===== config.mk =====
export PLATFORM = sky130hd
export DESIGN_NAME = nios_system_oci_trace_packer
export DESIGN_NICKNAME = d
export VERILOG_FILES = /design/src/rtl/nios_system_oci_trace_packer.sv
export SDC_FILE = /design/constraint.sdc
export NUM_CORES = 1
export LEC_CHECK = 0
export ABC_CLOCK_PERIOD_IN_PS = 6250
export CAP_MARGIN = 20
export CORE_AREA = 10 10 138 140
export CTS_CLUSTER_SIZE = 16
export DETAILED_ROUTE_END_ITERATION = 10
export DIE_AREA = 0 0 148 150
export PLACE_DENSITY = 0.83
export SLEW_MARGIN = 20
export SYNTH_ARGS = -nofsm -noshare
export SYNTH_HDL_FRONTEND = slang
export SYNTH_SLANG_ARGS = --single-unit

===== constraint.sdc =====
create_clock -name clk -period 6.25 [get_ports clk]
set_input_delay 0.625 -clock clk [delete_from_list [all_inputs] [get_ports clk]]
set_output_delay 0.625 -clock clk [all_outputs]
set_load 0.05 [all_outputs]

===== src/rtl/nios_system_oci_trace_packer.sv =====
// OCI trace packer: packs SLOT_W-bit trace slots into SLOTS-slot words, queues them
// in a DEPTH-entry FIFO drained over valid/ready, and runs an end-of-test flush/drain.
module nios_system_oci_trace_packer #(
  parameter int SLOT_W = 2,
  parameter int SLOTS  = 15,
  parameter int DEPTH  = 4,
  parameter int BUF_W  = SLOTS * SLOT_W,
  parameter int CNT_W  = $clog2(SLOTS + 1),
  parameter int LVL_W  = $clog2(DEPTH + 1)
) (
  input  logic              clk,
  input  logic              reset,
  input  logic              in_valid,
  input  logic [SLOT_W-1:0] in_data,
  input  logic              test_ending,
  output logic              out_valid,
  input  logic              out_ready,
  output logic [BUF_W-1:0]  out_data,
  output logic [CNT_W-1:0]  out_count,
  output logic [LVL_W-1:0]  fifo_level,
  output logic              overflow,
  output logic [7:0]        drop_cnt,
  output logic              test_has_ended
);

  localparam int PTR_W = $clog2(DEPTH);
  localparam int ENT_W = BUF_W + CNT_W;

  typedef enum logic [1:0] {
    S_RUN   = 2'd0,
    S_FLUSH = 2'd1,
    S_DRAIN = 2'd2,
    S_ENDED = 2'd3
  } state_t;

  state_t             r_state;
  state_t             w_state_next;

  logic [BUF_W-1:0]   r_buf;
  logic [CNT_W-1:0]   r_count;
  logic [ENT_W-1:0]   r_mem [DEPTH];
  logic [PTR_W-1:0]   r_wr_ptr;
  logic [PTR_W-1:0]   r_rd_ptr;
  logic [LVL_W-1:0]   r_level;
  logic               r_out_valid;
  logic [BUF_W-1:0]   r_out_data;
  logic [CNT_W-1:0]   r_out_count;
  logic               r_overflow;
  logic [7:0]         r_drop_cnt;
  logic               r_ended;

  logic               w_pop;
  logic               w_full;
  logic               w_can_push;
  logic [BUF_W-1:0]   w_shift;
  logic               w_run_slot;
  logic               w_word_done;
  logic               w_flush_req;
  logic               w_push;
  logic               w_drop;
  logic               w_clear;
  logic [ENT_W-1:0]   w_push_entry;
  logic [LVL_W-1:0]   w_avail;
  logic [PTR_W-1:0]   w_rd_next;
  logic [ENT_W-1:0]   w_head;

  always_comb begin
    w_pop      = r_out_valid & out_ready;
    w_full     = (r_level == LVL_W'(DEPTH));
    w_can_push = ~w_full | w_pop;
    w_shift    = (r_buf << SLOT_W) | BUF_W'(in_data);
    // Entries that survive this edge's pop; a word pushed now becomes visible one edge later.
    w_avail    = r_level - LVL_W'(w_pop);
    w_rd_next  = r_rd_ptr + PTR_W'(w_pop);
    w_head     = r_mem[w_rd_next];
  end

  always_ff @(posedge clk or posedge reset) begin
    if (reset) begin
      r_state <= S_RUN;
    end else begin
      r_state <= w_state_next;
    end
  end

  always_comb begin
    w_state_next = r_state;
    case (r_state)
      S_RUN: begin
        w_state_next = test_ending ? S_FLUSH : S_RUN;
      end
      S_FLUSH: begin
        if (r_count == CNT_W'(0)) begin
          w_state_next = S_DRAIN;
        end else if (w_can_push) begin
          w_state_next = S_DRAIN;
        end else begin
          w_state_next = S_FLUSH;
        end
      end
      S_DRAIN: begin
        w_state_next = (r_level == LVL_W'(0)) ? S_ENDED : S_DRAIN;
      end
      S_ENDED: begin
        w_state_next = S_ENDED;
      end
      default: begin
        w_state_next = S_RUN;
      end
    endcase
  end

  always_comb begin
    w_run_slot  = 1'b0;
    w_word_done = 1'b0;
    w_flush_req = 1'b0;
    case (r_state)
      S_RUN: begin
        w_run_slot  = in_valid;
        w_word_done = in_valid & (r_count == CNT_W'(SLOTS - 1));
      end
      S_FLUSH: begin
        w_flush_req = (r_count != CNT_W'(0));
      end
      default: begin
        w_run_slot  = 1'b0;
      end
    endcase
    // A flush push stalls rather than drops; a completed word in RUN drops when blocked.
    w_push       = (w_word_done | w_flush_req) & w_can_push;
    w_drop       = w_word_done & ~w_can_push;
    w_clear      = w_word_done | (w_flush_req & w_can_push);
    w_push_entry = w_word_done ? {w_shift, CNT_W'(SLOTS)} : {r_buf, r_count};
  end

  always_ff @(posedge clk or posedge reset) begin
    if (reset) begin
      r_buf   <= '0;
      r_count <= '0;
    end else if (w_clear) begin
      r_buf   <= '0;
      r_count <= '0;
    end else if (w_run_slot) begin
      r_buf   <= w_shift;
      r_count <= r_count + CNT_W'(1);
    end else begin
      r_buf   <= r_buf;
      r_count <= r_count;
    end
  end

  always_ff @(posedge clk) begin
    if (w_push) begin
      r_mem[r_wr_ptr] <= w_push_entry;
    end
  end

  always_ff @(posedge clk or posedge reset) begin
    if (reset) begin
      r_wr_ptr <= '0;
      r_rd_ptr <= '0;
      r_level  <= '0;
    end else begin
      r_wr_ptr <= r_wr_ptr + PTR_W'(w_push);
      r_rd_ptr <= w_rd_next;
      case ({w_push, w_pop})
        2'b10:   r_level <= r_level + LVL_W'(1);
        2'b01:   r_level <= r_level - LVL_W'(1);
        default: r_level <= r_level;
      endcase
    end
  end

  always_ff @(posedge clk or posedge reset) begin
    if (reset) begin
      r_out_valid <= 1'b0;
      r_out_data  <= '0;
      r_out_count <= '0;
    end else if (w_avail != LVL_W'(0)) begin
      r_out_valid <= 1'b1;
      r_out_data  <= w_head[ENT_W-1:CNT_W];
      r_out_count <= w_head[CNT_W-1:0];
    end else begin
      r_out_valid <= 1'b0;
      r_out_data  <= '0;
      r_out_count <= '0;
    end
  end

  always_ff @(posedge clk or posedge reset) begin
    if (reset) begin
      r_overflow <= 1'b0;
      r_drop_cnt <= 8'd0;
      r_ended    <= 1'b0;
    end else begin
      r_overflow <= r_overflow | w_drop;
      if (w_drop && (r_drop_cnt != 8'd255)) begin
        r_drop_cnt <= r_drop_cnt + 8'd1;
      end else begin
        r_drop_cnt <= r_drop_cnt;
      end
      r_ended <= (w_state_next == S_ENDED);
    end
  end

  assign out_valid      = r_out_valid;
  assign out_data       = r_out_data;
  assign out_count      = r_out_count;
  assign fifo_level     = r_level;
  assign overflow       = r_overflow;
  assign drop_cnt       = r_drop_cnt;
  assign test_has_ended = r_ended;

endmodule


Word-level counts from Yosys, hierarchy flattened
Memories as Yosys holds them, arrays and structs flattened. Cells that the tools add are included.

Add/subtract/negate cells: 7. Multiplexer cells: 19. Equality and inequality tests: 9. Reduce and logical (&&, ||, !) cells: 8. Bitwise operators: 12.

Operator list (number): $mux W30 (3); $mux W34 (1); $or A30 B2 Y30 (1); $mux W4 (3); $add A8 B1 Y8 const B (1); $eq A2 B2 Y1 const B (4); $mux W1 (8); $ne A8 B8 Y1 const B (1); $pmux W2 S4 (1); $pmux W3 S2 (1); $and A1 B1 Y1 (5); $add A2 B1 Y2 (2); $add A4 B1 Y4 const B (1); $eq A2 B1 Y1 const B (2); $eq A4 B4 Y1 const B (1); $logic_not A4 Y1 (1); $mux W2 (2); $or A1 B1 Y1 (4); $reduce_bool A2 Y1 (2); $reduce_bool A4 Y1 (1); $add A3 B1 Y3 const B (1); $eq A3 B3 Y1 const B (1); $logic_not A3 Y1 (1); $reduce_bool A3 Y1 (1); other kinds (5) (6).

Memories: 1. Input port bits: 7. Register bits: 88. RAM bits: 136. Logic and storage cells: 68. Output and inout bits: 48.

Memories: r_mem (words 4, width 34, rd ports 1, clocked after Yosys merged registers in 0, write ports 1, RTL line 41) `logic [ENT_W-1:0] r_mem [DEPTH];`.

Logic depth before layout (Yosys ltp)
Word-level depth: 7. Mapped depth: 11. Depth with buffers taken out: 11.

Worst setup path before layout
No wires, ideal clock.

Kind: input -> register. Start: in in_valid. End: mem r_mem[1][0] (netlist bit) (enable). Path buffers: 1. Library setup time: 475 ps. Setup slack: 1918 ps. Required time: 5775 ps. Cell stages on the path: 5. Arrival: 3857 ps. Cell sequence: nor3b_2 buf_4 nand2_1 a21o_2 nor3b_1.

Word-level cells in the longest chain between the ends: 6.

Ends and longest elaborated chain: start, declared (RTL line 13) `input logic in_valid,`; $and A1 B1 Y1 (RTL line 120) `w_word_done = in_valid & (r_count == CNT_W'(SLOTS - 1));`; $mux W1 (RTL line 117) `case (r_state)`; $or A1 B1 Y1 (RTL line 130) `w_push = (w_word_done | w_flush_req) & w_can_push;`; $and A1 B1 Y1 (RTL line 130); $mux W1 (RTL line 153) `if (w_push) begin`; $mux W1 (not written as such) (RTL line 154) `r_mem[r_wr_ptr] <= w_push_entry;`; end, declared (RTL line 41).

No other way between the ends.

Worst setup path in the final report
Start: in in_valid. End: mem r_mem[3][9] (netlist bit) (enable).

Same word-level chain as after synthesis.

==> qor.yml <==
status: "finished clean"
power_density_mw_per_mm2: 440
synth_ff_type: "edfxtp_1"
ctsResizeCount: 0
final.setup_skew_ns: 0.00826
synthTopCellsByCount: "nand2_1, edfxtp_1, dfrtp_1, mux4_2, a21oi_1"
yosys.area.top_type_share_pct: 46.4
numCtsBuffers: 22
fin_crit_sh_pct: 49.4
synthXorXnorAreaFrac_pct: 1.28
drive_above_1_share_pct: 14.5
synth.yosys.seq_area_share_pct: 71.4
ys_ff_latch: 224
clockBufferDepth: 3
whs_ns: 0.443
drtAntennaViolNets: 0
timing.fmax_ghz: 0.324
synthAdderAreaFrac_pct: 1.36
synthMuxAreaShare_pct: 9.19
grt_max_degree: 67
final-setup-viol-count: 0
multi_input_area_sq_mm: 0.00237
grt_pass1_vias: 5182
seq_area_sq_mm: 0.00629
hold_class: "input pin to async pin"
routed_wl_mm: 16.2
vdd_drop_max_mv: 0.307
min_period_ns: 3.09
worst_r2r_path_depth: 7
worst-setup-path-type: "input pin to flip-flop"
area_growth_syn_to_layout_pct: 17.2
synth_top_family_by_area: "simple AND/OR/NAND/NOR gates"
viasPerCell: 5.45
crit_chain: "clkdlybuf4s50_1 > nor3b_4 > buf_4 > nand2_2 > a21o_2 > inv_1 > and3_1 > buf_4"
netlist_instances: 595
netlist_area_sq_mm: 0.00881
final_cell_area_sq_mm: 0.0103
rrSetupSlack_ns: 3.28
cts_tree: "built"
die_w_um: 148
slew_headroom_pct: 28.2
critPathSlowestCell: "clkdlybuf4s50_1"
critPathArrivalTime_ns: 3.21
yosys.area_share.simple_pct: 12.0
synth_edf_count: 136
cp.required_ns: 6.38
diodes: 0
io_buffers: 54
crit_top_cell: "buf_4"
place_congestion: 0.835
wl_per_cell_um: 18.3
drt_first_iter_violations: 434
cp-end-kind: "flip-flop"
dpl.hpwl_mm: 9.72
antenna_found_initial: 0
gr-total-overflow: 0
async_flop_share_pct: 39.3
timing.rr.start: "r_state[1]$_DFF_PP0_"
fin_nets: 669
start_kind: "input pin"
ys.warnings.count: 0
row_count: 47
cts.sinks: 224
clk_pin_slew_ns: 0.06
cts_setup_buffers: 0
synth-compound-area-share_pct: 2.80
core_sq_mm: 0.0163
synth_most_common_cell: "nand2_1"
grt_use_total_pct: 15.0
htree_levels: 1
hold_viol_final: 0
cp_max_fo: 37
rr_endpoint: "r_mem[3][9]$_DFFE_PP_"
synth_area_leader_cell: "edfxtp_1"
fillerInstances: 1180
slew_violations: 0
dieHeight_um: 150
syn_avg_cell_area_sq_um: 14.8
grt_pass1_wl_mm: 27.0
power_mw: 4.55
hold_buffers: 0
synth_top_cells_by_area: "edfxtp_1, dfrtp_1, mux4_2"
max_stage_delay_ns: 0.48
die-area_sq_mm: 0.0222
post_dp_cell_area_sq_mm: 0.00958
root_buffer: "clkbuf_16"
drc: 0
clk_latency_ns: 0.49
synthDistinctLibCells: 42
maxCapViolCount: 0
start_util_pct: 53.9
first_pass_iters: 4
io_pins: 55
rsz0062_at_grt: "false"
p_leak_nw: 4.14
vias: 4841
synth_fp_nets: 611
worst_pin_slew_ns: 1.07
fin_setup_tns_ns: 0
## cells in the final DEF (no fill, tap or decap), types with 9 or more instances in the layout
cell and count:
edfxtp_1 136, clkbuf_16 23, a21oi_1 33, mux4_2 34, clkdlybuf4s50_1 54, dfrtp_1 88, and2b_1 9, nor2b_1 27
buf_4 10, nand2_1 163
## registers in the layout, summed over array words and instances, names as in the netlist
| signal | cells |
|---|---|
| r_buf | 30 |
| r_wr_ptr | 2 |
| r_rd_ptr | 2 |
| test_has_ended | 1 |
| out_valid | 1 |
| r_count | 4 |
| drop_cnt | 8 |
| out_data | 30 |
| out_count | 4 |
| r_mem | 136 |
| fifo_level | 3 |
| overflow | 1 |
| r_state | 2 |
## worst max-delay path by stage
stage             start                     end  slack (ns)
3_5_place_dp   in_valid  r_mem[3][10]$_DFFE_PP_        2.30
3_3_place_gp   in_valid  r_mem[3][13]$_DFFE_PP_        2.38
6_report       in_valid   r_mem[3][9]$_DFFE_PP_        3.16
2_1_floorplan  in_valid   r_mem[1][0]$_DFFE_PP_        1.92
5_1_grt        in_valid   r_mem[3][9]$_DFFE_PP_        2.97
4_1_cts        in_valid   r_mem[3][9]$_DFFE_PP_        2.81
## routing by layer
metal | global-route usage, % | vias to the layer above | share of wire, %
met5 | 0 | - | 0
met4 | 5.30 | 0 | 1.7
met3 | 3.11 | 23 | 6.2
met2 | 25.2 | 137 | 51
met1 | 18.9 | 2467 | 41
li1 | - | 2214 | -
## critical path, delay by kind of cell
kind	cells	cell delay (ns)
buffers and inverters	4	1.36
AND/OR/NAND/NOR	3	0.80
AO/OA/AOI/OAI	1	0.40
## where the power goes
group / switching [mW] / internal [mW]
Sequential: 0.0594 / 1.69
Combinational: 0.814 / 0.643
Clock: 0.528 / 0.807
## layout make-up
class	count	share of cell area, %
Sequential cell	224	60.9
Tap cell	220	2.67
Inverter	9	0.339
Clock buffer	26	5.78
Clock inverter	13	1.43
Timing Repair Buffer	64	5.96
Multi-Input combinational cell	332	22.9
## metrics by stage
step	utilization (%)	setup slack, ns	cells
6_report	63.2	3.16	888
3_5_place_dp	58.6	2.30	849
5_1_grt	63.2	2.97	888
4_1_cts	63.1	2.81	888
2_1_floorplan	-	1.92	595
3_3_place_gp	58.6	2.38	849
## cell families after synthesis
family                   after synthesis
AO/OA/AOI/OAI                         43
XOR/XNOR                              12
adder cells (fa/ha/maj)                9
buffers and inverters                 39
flip-flops                           224
multiplexers                          38
AND/OR/NAND/NOR                      230
Note: power is estimated with default switching activity, not from simulation.
